[config.mk]
export PLATFORM = sky130hd
export DESIGN_NAME = fir_mac_scheduler
export DESIGN_NICKNAME = d
export VERILOG_FILES = /design/src/rtl/fir_mac_scheduler.sv
export SDC_FILE = /design/constraint.sdc
export NUM_CORES = 1
export LEC_CHECK = 0
export ABC_AREA = 0
export ABC_CLOCK_PERIOD_IN_PS = 10300
export CELL_PAD_IN_SITES_DETAIL_PLACEMENT = 1
export CELL_PAD_IN_SITES_GLOBAL_PLACEMENT = 1
export CORE_MARGIN = 2
export CORE_UTILIZATION = 44
export DETAILED_ROUTE_END_ITERATION = 8
export PLACE_DENSITY = 0.89
export SLEW_MARGIN = 20
export SYNTH_ARGS = -nofsm -noshare
export SYNTH_HDL_FRONTEND = slang
export SYNTH_SLANG_ARGS = --single-unit
export TNS_END_PERCENT = 100
[constraint.sdc]
create_clock -name clk -period 10.3 [get_ports clk]
set_clock_uncertainty 0.15 [all_clocks]
set_input_delay 1.03 -clock clk [delete_from_list [all_inputs] [get_ports clk]]
set_output_delay 1.03 -clock clk [all_outputs]
set_load 0.01 [all_outputs]
[src/rtl/fir_mac_scheduler.sv]
// ----------------------------------------------------------------------------
// fir_mac_scheduler
//
// Purpose: shares one serial N_TAPS-tap MAC FIR engine among N_CH channels.
// Per-channel sample strobes are latched into hold registers and arbitrated
// round-robin. Each granted sample is written into its channel's circular
// delay line, followed by an N_TAPS-cycle MAC sweep and a dump. The engine
// result is returned tagged with its channel.
//
// Ports:
//   clk, rst        clock (rising edge), asynchronous active-high reset
//   ch_valid/data   per-channel one-cycle sample strobe and packed samples
//   flush           one-cycle request to zero every delay line
//   ch_overrun      one-cycle pulse: an unserved sample was overwritten
//   busy            high whenever the scheduler is not idle
//   eng_wr_*        delay RAM write port {channel, slot}
//   eng_rd_*        delay RAM read / MAC step {channel, slot}, coef index
//   eng_acc_clr     MAC step loads the product instead of accumulating
//   eng_dump        one-cycle request for the engine result
//   eng_res(_valid) engine result, valid in the dump cycle or later
//   out_*           one-cycle result strobe with channel tag and data
// ----------------------------------------------------------------------------
module fir_mac_scheduler #(
    parameter int unsigned WIDTH  = 18,
    parameter int unsigned N_CH   = 4,
    parameter int unsigned CH_W   = 2,
    parameter int unsigned N_TAPS = 64,
    parameter int unsigned TAP_W  = 6
) (
    input  logic                    clk,
    input  logic                    rst,
    input  logic [N_CH-1:0]         ch_valid,
    input  logic [N_CH*WIDTH-1:0]   ch_data,
    input  logic                    flush,
    output logic [N_CH-1:0]         ch_overrun,
    output logic                    busy,
    output logic                    eng_wr_en,
    output logic [CH_W+TAP_W-1:0]   eng_wr_addr,
    output logic [WIDTH-1:0]        eng_wr_data,
    output logic                    eng_rd_en,
    output logic [CH_W+TAP_W-1:0]   eng_rd_addr,
    output logic [TAP_W-1:0]        eng_coef_idx,
    output logic                    eng_acc_clr,
    output logic                    eng_dump,
    input  logic [WIDTH-1:0]        eng_res,
    input  logic                    eng_res_valid,
    output logic                    out_valid,
    output logic [CH_W-1:0]         out_ch,
    output logic [WIDTH-1:0]        out_data
);

    localparam int unsigned AW = CH_W + TAP_W;
    localparam logic [AW-1:0]    LastCnt = AW'(N_CH * N_TAPS - 1);
    localparam logic [TAP_W-1:0] LastTap = TAP_W'(N_TAPS - 1);

    typedef enum logic [2:0] {
        StFlush,
        StIdle,
        StWrite,
        StMac,
        StDump,
        StWait
    } state_e;

    // Control state
    state_e              r_state;
    logic [AW-1:0]       r_cnt;
    logic [N_CH-1:0]     r_pending;
    logic [WIDTH-1:0]    r_hold [N_CH];
    logic [TAP_W-1:0]    r_wptr [N_CH];
    logic [CH_W-1:0]     r_last_grant;
    logic [CH_W-1:0]     r_cur_ch;
    logic [TAP_W-1:0]    r_base;
    logic                r_flush_req;

    // Registered outputs
    logic [N_CH-1:0]     r_overrun;
    logic                r_busy;
    logic                r_wr_en;
    logic [AW-1:0]       r_wr_addr;
    logic [WIDTH-1:0]    r_wr_data;
    logic                r_rd_en;
    logic [AW-1:0]       r_rd_addr;
    logic [TAP_W-1:0]    r_coef_idx;
    logic                r_acc_clr;
    logic                r_dump;
    logic                r_out_valid;
    logic [CH_W-1:0]     r_out_ch;
    logic [WIDTH-1:0]    r_out_data;

    // Next-state / combinational
    state_e              w_state_d;
    logic [AW-1:0]       w_cnt_d;
    logic [TAP_W-1:0]    w_base_d;
    logic [TAP_W-1:0]    w_k_n;
    logic [CH_W-1:0]     w_scan;
    logic [CH_W-1:0]     w_pick;
    logic                w_any;
    logic                w_grant;
    logic [N_CH-1:0]     w_grant_vec;
    logic                w_flush_issue;
    logic                w_flush_done;
    logic                w_wptr_inc;
    logic                w_capture;
    logic                w_busy_d;
    logic                w_wr_en_d;
    logic [AW-1:0]       w_wr_addr_d;
    logic [WIDTH-1:0]    w_wr_data_d;
    logic                w_rd_en_d;
    logic [AW-1:0]       w_rd_addr_d;
    logic [TAP_W-1:0]    w_coef_d;
    logic                w_acc_clr_d;
    logic                w_dump_d;

    // Round-robin pick: scan offsets from N_CH down to 1 so the nearest
    // pending channel after last_grant is the final (winning) assignment.
    always_comb begin
        w_scan = r_last_grant;
        w_pick = r_last_grant;
        w_any  = 1'b0;
        for (int i = N_CH; i >= 1; i--) begin
            w_scan = r_last_grant + CH_W'(i);
            if (r_pending[w_scan]) begin
                w_any  = 1'b1;
                w_pick = w_scan;
            end
        end
    end

    always_comb begin
        w_grant_vec = '0;
        if (w_grant) begin
            w_grant_vec[w_pick] = 1'b1;
        end
    end

    assign w_k_n = r_cnt[TAP_W-1:0] + 1'b1;

    // All engine outputs are computed for the next cycle and registered, so
    // they line up with the state the FSM is entering. Flush writes are the
    // exception: the slot in r_cnt is issued into the following cycle, which
    // lets the reset-state FLUSH start cleanly at slot 0.
    always_comb begin
        w_state_d     = r_state;
        w_cnt_d       = r_cnt;
        w_base_d      = r_base;
        w_grant       = 1'b0;
        w_flush_issue = 1'b0;
        w_flush_done  = 1'b0;
        w_wptr_inc    = 1'b0;
        w_capture     = 1'b0;
        w_wr_en_d     = 1'b0;
        w_wr_addr_d   = '0;
        w_wr_data_d   = '0;
        w_rd_en_d     = 1'b0;
        w_rd_addr_d   = '0;
        w_coef_d      = '0;
        w_acc_clr_d   = 1'b0;
        w_dump_d      = 1'b0;

        unique case (r_state)
            StFlush: begin
                w_flush_issue = 1'b1;
                w_wr_en_d     = 1'b1;
                w_wr_addr_d   = r_cnt;
                w_cnt_d       = r_cnt + 1'b1;
                if (r_cnt == LastCnt) begin
                    w_flush_done = 1'b1;
                    w_cnt_d      = '0;
                    w_state_d    = StIdle;
                end
            end
            StIdle: begin
                if (r_flush_req) begin
                    // Issue slot 0 now; FLUSH continues from slot 1.
                    w_flush_issue = 1'b1;
                    w_wr_en_d     = 1'b1;
                    w_wr_addr_d   = '0;
                    w_cnt_d       = AW'(1);
                    w_state_d     = StFlush;
                end else if (w_any) begin
                    w_grant     = 1'b1;
                    w_wr_en_d   = 1'b1;
                    w_wr_addr_d = {w_pick, r_wptr[w_pick]};
                    w_wr_data_d = r_hold[w_pick];
                    w_state_d   = StWrite;
                end
            end
            StWrite: begin
                w_base_d    = r_wptr[r_cur_ch];
                w_wptr_inc  = 1'b1;
                w_cnt_d     = '0;
                w_rd_en_d   = 1'b1;
                w_rd_addr_d = {r_cur_ch, r_wptr[r_cur_ch]};
                w_coef_d    = '0;
                w_acc_clr_d = 1'b1;
                w_state_d   = StMac;
            end
            StMac: begin
                if (r_cnt[TAP_W-1:0] == LastTap) begin
                    w_cnt_d   = '0;
                    w_dump_d  = 1'b1;
                    w_state_d = StDump;
                end else begin
                    w_cnt_d     = AW'(w_k_n);
                    w_rd_en_d   = 1'b1;
                    w_coef_d    = w_k_n;
                    // Newest sample pairs with coefficient 0, walking back.
                    w_rd_addr_d = {r_cur_ch, r_base - w_k_n};
                end
            end
            StDump: begin
                if (eng_res_valid) begin
                    w_capture = 1'b1;
                    w_state_d = StIdle;
                end else begin
                    w_state_d = StWait;
                end
            end
            StWait: begin
                if (eng_res_valid) begin
                    w_capture = 1'b1;
                    w_state_d = StIdle;
                end
            end
            default: begin
                w_state_d = StIdle;
            end
        endcase
    end

    assign w_busy_d = (w_state_d != StIdle) || w_flush_issue;

    always_ff @(posedge clk or posedge rst) begin
        if (rst) begin
            r_state      <= StFlush;
            r_cnt        <= '0;
            r_base       <= '0;
            r_pending    <= '0;
            r_last_grant <= CH_W'(N_CH - 1);
            r_cur_ch     <= '0;
            r_flush_req  <= 1'b0;
            for (int i = 0; i < N_CH; i++) begin
                r_hold[i] <= '0;
                r_wptr[i] <= '0;
            end
        end else begin
            r_state     <= w_state_d;
            r_cnt       <= w_cnt_d;
            r_base      <= w_base_d;
            // A strobe on a channel granted this cycle re-arms its pending bit.
            r_pending   <= (r_pending & ~w_grant_vec) | ch_valid;
            r_flush_req <= (r_flush_req & ~w_flush_done) | flush;
            for (int i = 0; i < N_CH; i++) begin
                if (ch_valid[i]) begin
                    r_hold[i] <= ch_data[i*WIDTH +: WIDTH];
                end
            end
            if (w_grant) begin
                r_cur_ch     <= w_pick;
                r_last_grant <= w_pick;
            end
            if (w_flush_done) begin
                for (int i = 0; i < N_CH; i++) begin
                    r_wptr[i] <= '0;
                end
            end else if (w_wptr_inc) begin
                r_wptr[r_cur_ch] <= r_wptr[r_cur_ch] + 1'b1;
            end
        end
    end

    always_ff @(posedge clk or posedge rst) begin
        if (rst) begin
            r_overrun   <= '0;
            r_busy      <= 1'b0;
            r_wr_en     <= 1'b0;
            r_wr_addr   <= '0;
            r_wr_data   <= '0;
            r_rd_en     <= 1'b0;
            r_rd_addr   <= '0;
            r_coef_idx  <= '0;
            r_acc_clr   <= 1'b0;
            r_dump      <= 1'b0;
            r_out_valid <= 1'b0;
            r_out_ch    <= '0;
            r_out_data  <= '0;
        end else begin
            r_overrun   <= ch_valid & r_pending & ~w_grant_vec;
            r_busy      <= w_busy_d;
            r_wr_en     <= w_wr_en_d;
            r_wr_addr   <= w_wr_addr_d;
            r_wr_data   <= w_wr_data_d;
            r_rd_en     <= w_rd_en_d;
            r_rd_addr   <= w_rd_addr_d;
            r_coef_idx  <= w_coef_d;
            r_acc_clr   <= w_acc_clr_d;
            r_dump      <= w_dump_d;
            r_out_valid <= w_capture;
            if (w_capture) begin
                r_out_ch   <= r_cur_ch;
                r_out_data <= eng_res;
            end
        end
    end

    assign ch_overrun   = r_overrun;
    assign busy         = r_busy;
    assign eng_wr_en    = r_wr_en;
    assign eng_wr_addr  = r_wr_addr;
    assign eng_wr_data  = r_wr_data;
    assign eng_rd_en    = r_rd_en;
    assign eng_rd_addr  = r_rd_addr;
    assign eng_coef_idx = r_coef_idx;
    assign eng_acc_clr  = r_acc_clr;
    assign eng_dump     = r_dump;
    assign out_valid    = r_out_valid;
    assign out_ch       = r_out_ch;
    assign out_data     = r_out_data;

endmodule

======== Word level (Yosys, flattened, before mapping) ========
Index checks and enable logic that the tools add are counted.
word-level totals
  input bits .............................. 98
  logic and storage cells ................. 140
  output and inout bits ................... 70
  bits in registers ....................... 192
cells by class
  reduce and logical (&&, ||, !) cells .... 8
  magnitude comparators ................... 9
  bitwise gates (word level) .............. 10
  eq/ne operators ......................... 9
  add/sub/neg operators ................... 7
  multiplexer cells ....................... 69
operators by type and width
  cell                                                                          count
  18-bit 2-to-1 mux                                                             5
  24-bit 2-to-1 mux                                                             2
  6-bit 2-to-1 mux                                                              8
  8-bit 2-to-1 mux                                                              5
  18-bit binary-select mux with 2-bit select                                    1
  8-bit case mux with 2 select lines                                            2
  8-bit case mux with 4 select lines                                            1
  6-bit binary-select mux with 2-bit select                                     2
  24-bit bitwise mux                                                            1
  1-bit 2-to-1 mux                                                              22
  3-bit 2-to-1 mux                                                              6
  3-bit case mux with 6 select lines                                            1
  2-bit by 3-bit less-than comparator with 1-bit output, second input constant  5
  6-bit by 1-bit adder with 6-bit output, second input constant                 2
  4-bit bitwise AND                                                             3
  6-bit demux with 2-bit select                                                 1
  8-bit by 1-bit adder with 8-bit output, second input constant                 1
  1-bit binary-select mux with 2-bit select                                     4
  8-bit equality test, second input constant                                    1
  3-bit by 2-bit equality test with 1-bit output, second input constant         2
  3-bit equality test, second input constant                                    2
  6-bit equality test, second input constant                                    1
  3-bit >= comparator, second input constant                                    2
  2-bit 2-to-1 mux                                                              3
  other kinds (24)                                                              29

======== Depth between registers and ports, before layout ========
  depth in word-level cells ............... 14
  mapped depth ............................ 9
  depth with buffers taken out ............ 8

======== Worst setup path after synthesis ========
Ideal clock, no wire load.
  path kind ............................... input -> register
  start point ............................. input port ch_valid[3]
  end point ............................... register r_hold[0] (netlist bit)
  arrival time ............................ 2.070 ns
  library setup time ...................... 0.125 ns
  slack ................................... 7.955 ns
  path buffers ............................ 2
  cell stages on the path ................. 3
  cell sequence ........................... clkbuf_1 clkbuf_1 mux2_2
RTL lines
  element                         line  source
  start: declaration              32    input logic [N_CH-1:0] ch_valid,
  end signal: indexed assignment  256   r_hold[i] <= ch_data[i*WIDTH +: WIDTH];
  end: declaration                69    logic [WIDTH-1:0] r_hold [N_CH];
No word-level cell between the ends.

======== Final worst setup path ========
  start point ............................. register r_last_grant[1]
  end point ............................... register r_wr_data[5] (netlist: eng_wr_data[5])
between the ends
  word-level cells in the longest chain between the ends .. 13
  elaborated cells on any way between the ends .. 25
  those cells by class .................... 3 x add/sub; 21 x mux; 1 x bitwise
ends and longest elaborated chain
  element                                                line  source
  start: declaration                                     71    logic [CH_W-1:0] r_last_grant;
  start signal: assignment                               240   r_last_grant <= CH_W'(N_CH - 1);
  start signal: assignment                               261   r_last_grant <= w_pick;
  2-bit adder                                            122   w_scan = r_last_grant + CH_W'(i);
  1-bit binary-select mux with 2-bit select              123   if (r_pending[w_scan]) begin
  1-bit 2-to-1 mux (not written as such)                 123
  2-bit 2-to-1 mux (3 in series)                         123
  2-bit NOT with 3-bit output (not written as such)      185   w_wr_data_d = r_hold[w_pick];
  18-bit binary-select mux with 2-bit select             185
  18-bit 2-to-1 mux (not written as such) (2 in series)  185
  18-bit 2-to-1 mux (*)                                  181   end else if (w_any) begin
  18-bit 2-to-1 mux (*)                                  174   if (r_flush_req) begin
  18-bit 2-to-1 mux (*)                                  161   unique case (r_state)
  via w_wr_data_d[5]                                     108   logic [WIDTH-1:0] w_wr_data_d;
  end signal: assignment                                 293   r_wr_data <= w_wr_data_d;
  end: declaration                                       81    logic [WIDTH-1:0] r_wr_data;
Mark *: on every way through the listed nets, which the timed path passes. The rest lies on a longest branch. The select of a mux whose other input is x is not followed.
A chain may end at the register's enable or synchronous reset.

==> impl_metrics.ini <==
[floorplanning]
die_height_um = 142.2
row_count = 50
initial_core_util_pct = 44.92
core_um2 = 18710
io_pins = 168
die_w_um = 142.2
dieArea_um2 = 20220

[place]
dp_slack_ns = 6.810
dp.cells = 1072
portBuffers = 167
gp_congestion = 0.8303
hpwl_mm = 15.26

[clocking]
cts_made_buffers = 17
clock_latency_ns = 0.43
cts_resized = 0
h-tree-depth = 4
cts_num_sinks = 192
cts_tree = done
hold_buffers = 0
clock_path_buffers = 2
cts_setup_buffers = 0
ctsRootBufferMaster = clkbuf_16
path_clk_slew_ns = 0.07

[worst_hold_path]
hold_path_class = flop to flop

[synthesis]
synth_area_leaders = dfrtp_1 57%, mux2_2 9.7%, nand2_1 4.4%
synth_top_area_share_pct = 56.59
syn_inst = 710
synth.distinct_cells = 55
yosys-top-cells-count = 190 x dfrtp_1, 98 x nand2_1, 72 x mux2_2, 36 x a211oi_1, 34 x nand3_1
async_flop_share_pct = 100.0
ys_seq_elements = 192
yosysMostFrequentCell = dfrtp_1
synth_area_um2 = 8402
avgSynthCellArea_um2 = 11.83
ys.flop_type = dfrtp_1
synth_seq_area_share_pct = 57.22
synth-edff-count = 0
ys.warnings.count = 0
yosysTopAreaCell = dfrtp_1
synth_fp_nets = 816

[setup_path]
critPathArrivalTime_ns = 3.18
path_buf_inv = 1
crit_family = compound AO/OA/AOI/OAI gates
path_class = flop to flop
slowest_stage = a31oi_4
startpoint_type = flop
cpPeakStageDelay_ns = 0.71
crit_top_cell = a211oi_1
cp_data_required_time_ns = 10.41
crit_chain = nand3b_1, a31oi_4, buf_4, and2b_1, a211oi_1, a211oi_1
critPathMaxFanout = 56
crit_path_end_kind = flop

[final_layout]
final_net_count = 963
multi_input_area_um2 = 3314
stdcell_count = 1104
nFillCells = 1909
fin_util_pct = 57.63
diodes = 0
drive_above_1_share_pct = 15.17
area_growth_pct = 28.31
seq_area_um2 = 4807

[sta]
rsz0062_at_grt = no
worst_slack_ns = 7.233
fin_crit_ns = 3.067
post-route-period-util_pct = 29.78
setup_tns_ns = 0
hold_violations = 0
relSlewSlack_pct = 27.46
worstMarginPinSlew_ns = 1.085
fmax_mhz = 326.0
drv_slew = 0
setup_violations = 0

[grt]
grt_pass1_wl_mm = 36.65
grt-ovfl-total = 0
grt_use_total_pct = 23.66
grt_pass1_vias = 6728
antenna_found_initial = 0
grt_max_degree = 123

[power]
power.leakage_uw = 0.004597
power_density_nw_per_um2 = 191.3
ir_drop_uv = 118.7
power.total_uw = 2063

[routing]
first_pass_iters = 5
drt_wl_total_mm = 22.53
drc = 0
wl_per_cell_um = 20.40
avgViaCountPerCell = 5.560
drt_iter0_markers = 294
vias = 6138
ant_nets = 0

[job]
maxCapViolations = 0

[run_status]
status = complete, no violations
-- area by class of cell --
cell class	count	share of cell area (%)
sequential	192	44.59
clock inverter	14	1.578
clock buffer	18	4.074
tap	234	2.716
inverter	16	0.6267
timing repair buffer	170	15.67
multi-input combinational	460	30.75
-- state kept, by name (all words and copies together), names as in the netlist, 4 cells and up --
name / count
r_hold: 72
r_wptr: 24
eng_wr_data: 18
out_data: 18
eng_rd_addr: 8
eng_wr_addr: 8
r_cnt: 8
eng_coef_idx: 6
r_base: 6
ch_overrun: 4
r_pending: 4
-- metal layers --
metal  vias up  wire [µm]  global-route usage [%]
met5         -          0                       0
met4         0        440                   8.789
met3        30        869                   4.004
met2       165      11630                   39.82
met1      3165       9583                   30.89
li1       2778          -                       -
-- cell families (layout without fill, tap and decap cells) --
kind of cell,after synthesis,after routing,synth area share [%]
buf+inv,58,218,3.440
xor+xnor,12,12,1.593
simple gates,213,213,11.93
fa+ha+maj,8,8,1.281
mux,110,110,15.07
compound gates,117,117,9.471
flops,192,192,57.22
-- report_power, final --
part / leakage, µW / internal, µW / switching, µW
Combinational: 0.00189 / 227 / 246
Sequential: 0.00242 / 836 / 67.7
Clock: 0.000292 / 373 / 313
-- worst paths after layout --
check,startpoint,end,slack (ns),depth (start not counted)
setup / recovery,r_last_grant[1]$_DFFE_PP1P_,eng_wr_data[5]$_DFF_PP0_,7.23,6
hold / removal,out_data[14]$_DFFE_PP0P_,out_data[14]$_DFFE_PP0P_,0.33,2
setup reg to reg,r_last_grant[1]$_DFFE_PP1P_,eng_wr_data[5]$_DFF_PP0_,7.23,6
hold reg to reg,out_data[14]$_DFFE_PP0P_,out_data[14]$_DFFE_PP0P_,0.33,2
max in group asynchronous,rst,r_hold[6]$_DFFE_PP0P_,7.58,3
min in group asynchronous,rst,r_hold[41]$_DFFE_PP0P_,1.00,2
-- stage by stage --
| stage | area, µm² | hold slack [ns] |
|---|---|---|
| 2_1_floorplan | 8402 | 0.3010 |
| 3_3_place_gp | 10170 | 0.3111 |
| 3_5_place_dp | 10170 | 0.3234 |
| 4_1_cts | 10780 | 0.3393 |
| 5_1_grt | 10780 | 0.3568 |
| 6_report | 10780 | 0.3308 |
-- worst reg2reg max path: cells and delay by family (launching register included) --
| family | cells | cell delay (ns) |
|---|---|---|
| buffers and inverters | 1 | 0.69 |
| and+or+nand+nor | 2 | 0.45 |
| DFF | 1 | 0.61 |
| AOI/OAI and AO/OA | 3 | 1.02 |
-- cell usage in the layout (no fill, tap or decap), types with 3 or more instances in the layout --
cell type and n:
nand3_1 34, inv_1 14, and2_1 3, ha_1 7, and2b_1 3, a22o_1 3
o21ai_2 4, mux2i_1 32, nor3_1 5, xor2_1 4, o21ai_0 26, buf_4 3
xnor2_1 5, mux2_2 72, dfrtp_1 190, mux4_2 6, inv_6 7, and3_1 4
o21ai_1 11, nor2_1 27, a21o_1 8, clkdlybuf4s50_1 166, nand2b_1 5, a211oi_1 36
a21oi_1 9, o21a_1 3, o221ai_1 6, nor2b_1 18, nand2_1 98, clkbuf_16 17
Note: power is estimated with default switching activity, not from simulation.
